--- config.mk ---
export PLATFORM = sky130hd
export DESIGN_NAME = tow_match_keeper
export DESIGN_NICKNAME = d
export VERILOG_FILES = /design/src/rtl/tow_match_keeper.sv
export SDC_FILE = /design/constraint.sdc
export NUM_CORES = 1
export LEC_CHECK = 0
export CAP_MARGIN = 25
export CORE_AREA = 2 2 65 67
export DETAILED_ROUTE_END_ITERATION = 12
export DIE_AREA = 0 0 67 69
export PLACE_DENSITY = 0.73
export SLEW_MARGIN = 20
export SYNTH_ARGS = -nofsm -noshare
export SYNTH_HDL_FRONTEND = slang
export SYNTH_SLANG_ARGS = --single-unit
--- constraint.sdc ---
create_clock -name clk -period 1.9 [get_ports clk]
set_input_delay 0.19 -clock clk [delete_from_list [all_inputs] [get_ports clk]]
set_output_delay 0.19 -clock clk [all_outputs]
set_load 0.005 [all_outputs]
--- src/rtl/tow_match_keeper.sv ---
// tow_match_keeper
//
// Match-level scorekeeper for Tug of War. Sits downstream of the two
// per-player playfield score blocks, counts games won per side, shows both
// tallies on seven-segment displays, holds the playfield in reset for a
// short pause after every game and declares a match winner.
//
// Parameters
//   GAMES_TO_WIN  games needed to win the match (1..9)
//   PAUSE_CYCLES  cycles round_reset is held after each game (>=1)
//
// Ports
//   clk          clock
//   reset        synchronous, active-high reset
//   win_l/win_r  playfield win flags; may be held high, counted on rising edge
//   round_reset  registered reset to the playfield score blocks
//   hex_l/hex_r  active-low segments {g,f,e,d,c,b,a} of each side's count
//   game_over    registered, match decided
//   winner       registered, 00 none, 10 left, 01 right
//
// Optional feature
//   TOW_MATCH_AUTORESTART_EN  when defined, DONE lasts 8*PAUSE_CYCLES cycles
//   and then the match restarts from zero on its own. When undefined, DONE
//   holds until reset and no restart counter exists.
//
// There is no valid/ready handshake on this block: win inputs are level
// flags whose rising edges are events, and all outputs are plain levels.
//
// The FSM state is held in the signal "state" (type state_t) for
// observation by checkers.

module tow_match_keeper #(
  parameter int GAMES_TO_WIN = 7,
  parameter int PAUSE_CYCLES = 4
) (
  input  logic       clk,
  input  logic       reset,
  input  logic       win_l,
  input  logic       win_r,
  output logic       round_reset,
  output logic [6:0] hex_l,
  output logic [6:0] hex_r,
  output logic       game_over,
  output logic [1:0] winner
);

  localparam int PW = $clog2(PAUSE_CYCLES + 1);
  localparam logic [PW-1:0] PAUSE_LOAD = PW'(PAUSE_CYCLES);
  localparam logic [PW-1:0] PAUSE_ONE  = PW'(1);
  localparam logic [3:0]    TARGET     = 4'(GAMES_TO_WIN);

  typedef enum logic [1:0] {
    PAUSE = 2'd0,
    PLAY  = 2'd1,
    DONE  = 2'd2
  } state_t;

  state_t        state, state_n;
  logic [PW-1:0] pause_cnt, pause_cnt_n;
  logic [3:0]    cnt_l, cnt_l_n;
  logic [3:0]    cnt_r, cnt_r_n;
  logic          round_reset_n;
  logic          game_over_n;
  logic [1:0]    winner_n;
  logic          win_l_q, win_r_q;
  logic          ev_l, ev_r;

`ifdef TOW_MATCH_AUTORESTART_EN
  localparam int RW = $clog2(8 * PAUSE_CYCLES + 1);
  localparam logic [RW-1:0] RESTART_LOAD = RW'(8 * PAUSE_CYCLES);
  localparam logic [RW-1:0] RESTART_ONE  = RW'(1);
  logic [RW-1:0] restart_cnt, restart_cnt_n;
`endif

  // Rising-edge game events; a held win produces a single event.
  assign ev_l = win_l & ~win_l_q;
  assign ev_r = win_r & ~win_r_q;

  always_comb begin
    state_n       = state;
    pause_cnt_n   = pause_cnt;
    cnt_l_n       = cnt_l;
    cnt_r_n       = cnt_r;
    round_reset_n = round_reset;
    game_over_n   = game_over;
    winner_n      = winner;
`ifdef TOW_MATCH_AUTORESTART_EN
    restart_cnt_n = restart_cnt;
`endif
    case (state)
      PAUSE: begin
        round_reset_n = 1'b1;
        // pause_cnt counts the remaining high cycles including this one,
        // so leaving on the value 1 gives exactly PAUSE_CYCLES cycles.
        if (pause_cnt <= PAUSE_ONE) begin
          state_n       = PLAY;
          round_reset_n = 1'b0;
        end else begin
          pause_cnt_n = pause_cnt - PAUSE_ONE;
        end
      end

      PLAY: begin
        round_reset_n = 1'b0;
        if (ev_l && ev_r) begin
          // Draw: no score change, just another pause.
          state_n       = PAUSE;
          pause_cnt_n   = PAUSE_LOAD;
          round_reset_n = 1'b1;
        end else if (ev_l) begin
          cnt_l_n       = cnt_l + 4'd1;
          round_reset_n = 1'b1;
          if (cnt_l_n == TARGET) begin
            state_n     = DONE;
            game_over_n = 1'b1;
            winner_n    = 2'b10;
`ifdef TOW_MATCH_AUTORESTART_EN
            restart_cnt_n = RESTART_LOAD;
`endif
          end else begin
            state_n     = PAUSE;
            pause_cnt_n = PAUSE_LOAD;
          end
        end else if (ev_r) begin
          cnt_r_n       = cnt_r + 4'd1;
          round_reset_n = 1'b1;
          if (cnt_r_n == TARGET) begin
            state_n     = DONE;
            game_over_n = 1'b1;
            winner_n    = 2'b01;
`ifdef TOW_MATCH_AUTORESTART_EN
            restart_cnt_n = RESTART_LOAD;
`endif
          end else begin
            state_n     = PAUSE;
            pause_cnt_n = PAUSE_LOAD;
          end
        end
      end

      DONE: begin
        round_reset_n = 1'b1;
        game_over_n   = 1'b1;
`ifdef TOW_MATCH_AUTORESTART_EN
        // Same "count includes this cycle" scheme as the pause counter.
        if (restart_cnt <= RESTART_ONE) begin
          state_n     = PAUSE;
          pause_cnt_n = PAUSE_LOAD;
          cnt_l_n     = 4'd0;
          cnt_r_n     = 4'd0;
          winner_n    = 2'b00;
          game_over_n = 1'b0;
        end else begin
          restart_cnt_n = restart_cnt - RESTART_ONE;
        end
`endif
      end

      default: begin
        state_n       = PAUSE;
        pause_cnt_n   = PAUSE_LOAD;
        round_reset_n = 1'b1;
      end
    endcase
  end

  always_ff @(posedge clk) begin
    if (reset) begin
      state       <= PAUSE;
      pause_cnt   <= PAUSE_LOAD;
      cnt_l       <= 4'd0;
      cnt_r       <= 4'd0;
      round_reset <= 1'b1;
      game_over   <= 1'b0;
      winner      <= 2'b00;
      win_l_q     <= 1'b0;
      win_r_q     <= 1'b0;
`ifdef TOW_MATCH_AUTORESTART_EN
      restart_cnt <= '0;
`endif
    end else begin
      state       <= state_n;
      pause_cnt   <= pause_cnt_n;
      cnt_l       <= cnt_l_n;
      cnt_r       <= cnt_r_n;
      round_reset <= round_reset_n;
      game_over   <= game_over_n;
      winner      <= winner_n;
      // Edge registers track inputs in every state, so a win raised
      // during a pause cannot register as an edge once play resumes.
      win_l_q     <= win_l;
      win_r_q     <= win_r;
`ifdef TOW_MATCH_AUTORESTART_EN
      restart_cnt <= restart_cnt_n;
`endif
    end
  end

  function automatic logic [6:0] seg_decode(input logic [3:0] value);
    logic [6:0] seg;
    seg = 7'b1111111;
    case (value)
      4'd0: seg = 7'b1000000;
      4'd1: seg = 7'b1111001;
      4'd2: seg = 7'b0100100;
      4'd3: seg = 7'b0110000;
      4'd4: seg = 7'b0011001;
      4'd5: seg = 7'b0010010;
      4'd6: seg = 7'b0000010;
      4'd7: seg = 7'b1111000;
      4'd8: seg = 7'b0000000;
      4'd9: seg = 7'b0010000;
      default: seg = 7'b1111111;
    endcase
    return seg;
  endfunction

  assign hex_l = seg_decode(cnt_l);
  assign hex_r = seg_decode(cnt_r);

endmodule

==> reports/results.ini, run 1 <==
[outcome]
run_status=finished, final reports clean

[flow_run]
maxCapViolCount=0

[clock_network]
cts_made_buffers=5
cts-root-buf=clkbuf_8
cts_tree=built
cts.clk_slew.worst_paths_ns=0.07
clk_path_buf_depth=2
clk_latency_ns=0.29
h-tree-depth=2
cts.sinks=33

[die]
ios=22
chipWidth_microns=67
core_sq_um=3910
start_util_pct=47.7
design.die.area_sq_um=4620
rows=23
die_h_microns=69

[synthesis]
synthFlopType=dfxtp_1
ys_warn_count=0
syn_nets=218
ys_top_cells_by_count=dfxtp_1, inv_1, a21oi_1, ha_1, nor2_1
yosysTopAreaCellShare_pct=35.4
synthesis.area_sq_um=1870
synthArstFlopShare_pct=0
ys_ff_latch=33
synth.distinct_cells=44
yosysSeqAreaShare_pct=35.4
yosysTopAreaCell=dfxtp_1
synthCells=197
syn_area_per_cell_sq_um=9.48
synth-edff-count=0
synth.most_common_cell=dfxtp_1
ys_top_cells_by_area=dfxtp_1, ha_1, mux2i_1

[placed_design]
place.gp.congestion=0.847
portBuffers=21
dp_hpwl_microns=2780
dpl_cell_area_sq_um=2320

[timing]
skew_ns=0.00743
hold_viol=0
fmaxAchievable_ghz=0.552
finalMaxSlewViolations=0
tns_ns=0
timing.final.crit_share_pct=95.4
min_period_ns=1.81
maxSlewHeadroom_pct=80.4
rsz0062_at_grt=true
setup_violations=0
worst_pin_slew_ns=0.290

[power_and_ir_drop]
intPower_mw=1.48
power.switching_mw=0.577
p_comb_share_pct=26.0
swShare_pct=28.0
p_seq_share_pct=40.3
ir_drop_mv=0.477
pwr_density_cell_nw_per_um2=830
power_frac_clock_pct=33.8
p_leak_nw=1.17

[detailed_routing]
wl_per_cell_microns=12.1
drc=0
wl_met1_microns=1640
avgViaCountPerCell=5.02
via_count=1515
ant_nets=0
maxUsedRoutingLayer=met4
met2_length_microns=1780
wl_met3_microns=165
drt_iter0_markers=55
routed_wl_microns=3650
firstDrtPassIters=4

[worst_setup_path]
path_max_fanout=6
end_kind=register
cp-startpoint=win_l
rr_worst_depth=7
worstPathArrival_ns=1.98
cp-start-kind=input port
required_ns=2.07
crit_end=hex_r[3]
critPathKind=input port to register
worst_r2r_endpoint=hex_l[3]
ff2ff_setup_slack_ns=0.09
r2r_start=cnt_l[0]

[finish]
n_antenna_cell=0
drive_above_1_share_pct=25.8
final_cell_area_sq_um=2480
syn_to_final_growth_pct=33.0
nets=272

[global_routing]
grt_pass1_wl_microns=6530
grt_max_degree=15
grt_usage_pct=18.2
grt_pass1_vias=1526
grt-ovfl-total=0
antenna_found_initial=0

[min_path]
hp-class=register to register

-- cell families after synthesis --
group | share of synthesized area [%]
compound gates | 13.7
fa+ha+maj | 11.4
buf+inv | 7.10
flops | 35.4
mux | 11.9
simple gates | 20.6
-- timing repair --
item	CTS	global route
resized for setup	1	8
hold buffers	0	0
setup endpoints to repair	5	10
buffers inserted	1	0
-- flip-flops by register name (all words and copies together) (netlist names) --
register     count
cnt_l            4
state            2
hex_l            7
win_r_q          1
pause_cnt        3
cnt_r            4
winner           2
hex_r            7
game_over        1
round_reset      1
win_l_q          1
-- layout by cell type, fill, tap and decap left out, types with 2 or more instances in the layout --
master	instances
inv_2	3
nor2b_1	9
ha_1	16
inv_1	19
buf_4	31
a21oi_1	17
nand3_1	4
a21o_1	3
nor3_4	2
nor3_2	2
dfxtp_1	31
nor2_1	17
clkdlybuf4s50_1	21
a211oi_2	2
nor3_1	2
or3_1	2
a31oi_1	2
dfxtp_2	2
and3_1	2
clkbuf_8	6
nand2_1	8
a32oi_1	2
mux2i_4	3
o21ai_0	2
nand2b_1	6
mux2i_1	14
-- worst min-delay path by stage --
stage,slack (ns),cells past startpoint,from,to
3_3_place_gp,0.47,2,game_over,game_over
6_report,0.49,2,game_over,game_over
4_1_cts,0.50,2,game_over,game_over
5_1_grt,0.51,2,win_r,win_r_q
3_5_place_dp,0.48,2,game_over,game_over
2_1_floorplan,0.32,1,win_l,win_l_q
-- power by group through the flow --
stage / sequential, mW / clock, mW / combinational [mW]
2_1_floorplan: 0.829 / 0 / 0.334
3_3_place_gp: 0.842 / 0 / 0.505
3_5_place_dp: 0.843 / 0 / 0.523
4_1_cts: 0.828 / 0.713 / 0.529
5_1_grt: 0.839 / 0.744 / 0.605
6_report: 0.830 / 0.695 / 0.535
-- per-layer routing --
metal | vias to the layer above | track usage, %
li1 | 780 | -
met3 | 7 | 5.55
met1 | 703 | 21.4
met2 | 25 | 30.3
met4 | 0 | 7.26
met5 | - | 0
-- layout make-up --
| class | instances | area (sq um) |
|---|---|---|
| fill | 346 | 1430 |
| multi-input combinational | 136 | 1110 |
| sequential | 33 | 663 |
| timing repair buffer | 52 | 443 |
| inverter | 23 | 88.8 |
| clock buffer | 7 | 86.3 |
| tap | 50 | 62.6 |
| clock inverter | 1 | 30.0 |
-- worst max-delay path, cell delays in order --
cell             delay [ns]
clkdlybuf4s50_1        0.53
nor2b_2                0.24
nor3_4                 0.07
a211o_2                0.41
ha_1                   0.29
inv_1                  0.04
mux2i_1                0.13
a21oi_1                0.08
-- metrics by stage --
step / utilization [%] / instances / hold slack (ns) / setup slack, ns / power (mW)
final: 63.4 / 302 / 0.486 / 0.0880 / 2.06
after global routing: 63.4 / 302 / 0.508 / -0.0121 / 2.19
after CTS: 62.6 / 302 / 0.500 / 0.0443 / 2.07
after detailed placement: 59.3 / 293 / 0.482 / -0.319 / 1.37
after global placement: 59.3 / 293 / 0.471 / -0.259 / 1.35
after floorplan: - / 197 / 0.318 / 0.00309 / 1.16
Power figures use the tool's default switching activity.
==> inputs of run 2 (changes only) <==
--- a/config.mk
+++ b/config.mk
@@ -8,6 +8,7 @@
 export CAP_MARGIN = 25
-export CORE_AREA = 2 2 65 67
+export CORE_AREA = 2 2 77 57
 export DETAILED_ROUTE_END_ITERATION = 12
-export DIE_AREA = 0 0 67 69
+export DIE_AREA = 0 0 79 59
 export PLACE_DENSITY = 0.73
+export RECOVER_POWER = 100
 export SLEW_MARGIN = 20
==> constraint.sdc (replaced) <==
create_clock -name clk -period 1.9 [get_ports clk]
set_input_delay 0.38 -clock clk [delete_from_list [all_inputs] [get_ports clk]]
set_output_delay 0.38 -clock clk [all_outputs]
set_load 0.005 [all_outputs]
==> reports/results.ini, run 2 (synthesis gave the netlist of run 1 again) <==
[worst_setup_path]
worstPathArrival_ns=1.97
required_ns=2.07
ff2ff_setup_slack_ns=0.11
cp-start-kind=input port
rr_worst_depth=7
cp-startpoint=reset
crit_chain=clkdlybuf4s50_1, buf_4, a211o_1, ha_1, inv_1, mux2i_1, a21oi_1
worst_r2r_endpoint=hex_r[1]
path_max_fanout=7
slowest_stage=clkdlybuf4s50_1
r2r_start=state[1]
end_kind=register
crit_end=hex_l[3]
critPathKind=input port to register
max_stage_delay_ns=0.47

[finish]
n_antenna_cell=0
regArea_sq_um=663
fin_util_pct=64.7
drive_above_1_share_pct=27.1
nets=271
final_cell_mix=dfxtp_1, buf_4, inv_1, clkdlybuf4s50_1, nor2_1
syn_to_final_growth_pct=33.4
layout_commonest_cell=dfxtp_1
final_cell_area_sq_um=2490
nFillCells=324
final_cells=303
multi_input_area_sq_um=1130

[timing]
finalMaxSlewViolations=0
holdWs_ns=0.492
maxSlewHeadroom_pct=78.1
skew_ns=0.00130
fmaxAchievable_ghz=0.555
hold_viol=0
rsz0062_at_grt=true
min_period_ns=1.80
worst_pin_slew_ns=0.325
timing.final.crit_share_pct=94.8
setup_violations=0

[detailed_routing]
routed_wl_microns=3570
ant_nets=0
avgViaCountPerCell=4.85
firstDrtPassIters=4
wl_per_cell_microns=11.8
drt_iter0_markers=37
drc=0
via_count=1470

[global_routing]
grt_pass1_vias=1379
antenna_found_initial=0
grt-ovfl-total=0
grt_pass1_wl_microns=6050
grt_usage_pct=16.6
grt_max_degree=13

[power_and_ir_drop]
ir_drop_mv=0.467
pwr_density_cell_nw_per_um2=783
p_leak_nw=1.18

[die]
core_sq_um=3850
rows=19
design.die.area_sq_um=4660
chipWidth_microns=79
die_h_microns=59
ios=22
start_util_pct=48.5

[clock_network]
cts.clk_slew.worst_paths_ns=0.07
cts-root-buf=clkbuf_8
cts.sinks=33
h-tree-depth=2
hold_buffers=0
cts_made_buffers=5
cts_tree=built
clk_path_buf_depth=2
clk_latency_ns=0.28

[min_path]
min_from=win_r
hp-class=input port to register

[outcome]
run_status=finished, final reports clean

[placed_design]
dpl_cell_area_sq_um=2330
place_inst=294
dp_hpwl_microns=2700
portBuffers=21
place.gp.congestion=0.776

[flow_run]
maxCapViolCount=0

-- run 2: changes by cell type in the layout (fill, tap and decap cells not counted), sizes merged --
cell	change
bufinv	-1
clkdlybuf4s50	-2
dlygate4sd2	+2
clkinv	+1
buf	-1
-- run 2: critical path: cells and delay by family --
family | cells | cell delay (ns)
adder cells (fa/ha/maj) | 1 | 0.32
AO/OA/AOI/OAI | 2 | 0.45
buffers and inverters | 3 | 0.71
multiplexers | 1 | 0.12
-- run 2: how the worst min path moves through the flow --
stage / endpoint / depth (start not counted)
after floorplan: pause_cnt[1] / 2
after global placement: pause_cnt[1] / 2
after detailed placement: game_over / 2
after CTS: win_r_q / 2
after global routing: win_r_q / 2
final: win_r_q / 2
-- run 2: layout make-up --
type / count / area share (%)
timing repair buffer: 51 / 17.9
multi-input combinational: 136 / 45.2
sequential: 33 / 26.6
inverter: 23 / 3.57
tap: 52 / 2.61
clock buffer: 7 / 3.87
clock inverter: 1 / 0.201
-- run 2: timing repair --
action,in CTS,in global routing
gates resized for setup,7,8
pin swaps,4,2
buffers inserted,0,1
setup endpoints to repair,13,13
-- run 2: stage by stage --
| stage | TNS, ns | worst slack (ns) | total power [mW] |
|---|---|---|---|
| 2_1_floorplan | 0 | 0.0146 | 1.17 |
| 3_3_place_gp | -6.29 | -0.430 | 1.34 |
| 3_5_place_dp | -6.75 | -0.481 | 1.35 |
| 4_1_cts | 0 | 0.0319 | 1.95 |
| 5_1_grt | -0.00504 | -0.00504 | 2.09 |
| 6_report | 0 | 0.0982 | 1.95 |
-- run 2: power breakdown --
part,internal [mW],total [mW],switching (mW)
Combinational,0.282,0.534,0.252
Sequential,0.771,0.834,0.0623
Clock,0.327,0.581,0.254
Total,1.38,1.95,0.568
-- run 2: metal layers --
metal / up-vias / GRT usage [%] / wire length [microns]
met5: - / 0 / 0
met3: 4 / 5.03 / 117
li1: 782 / - / -
met2: 19 / 25.5 / 1550
met1: 665 / 23.0 / 1860
met4: 0 / 4.43 / 29
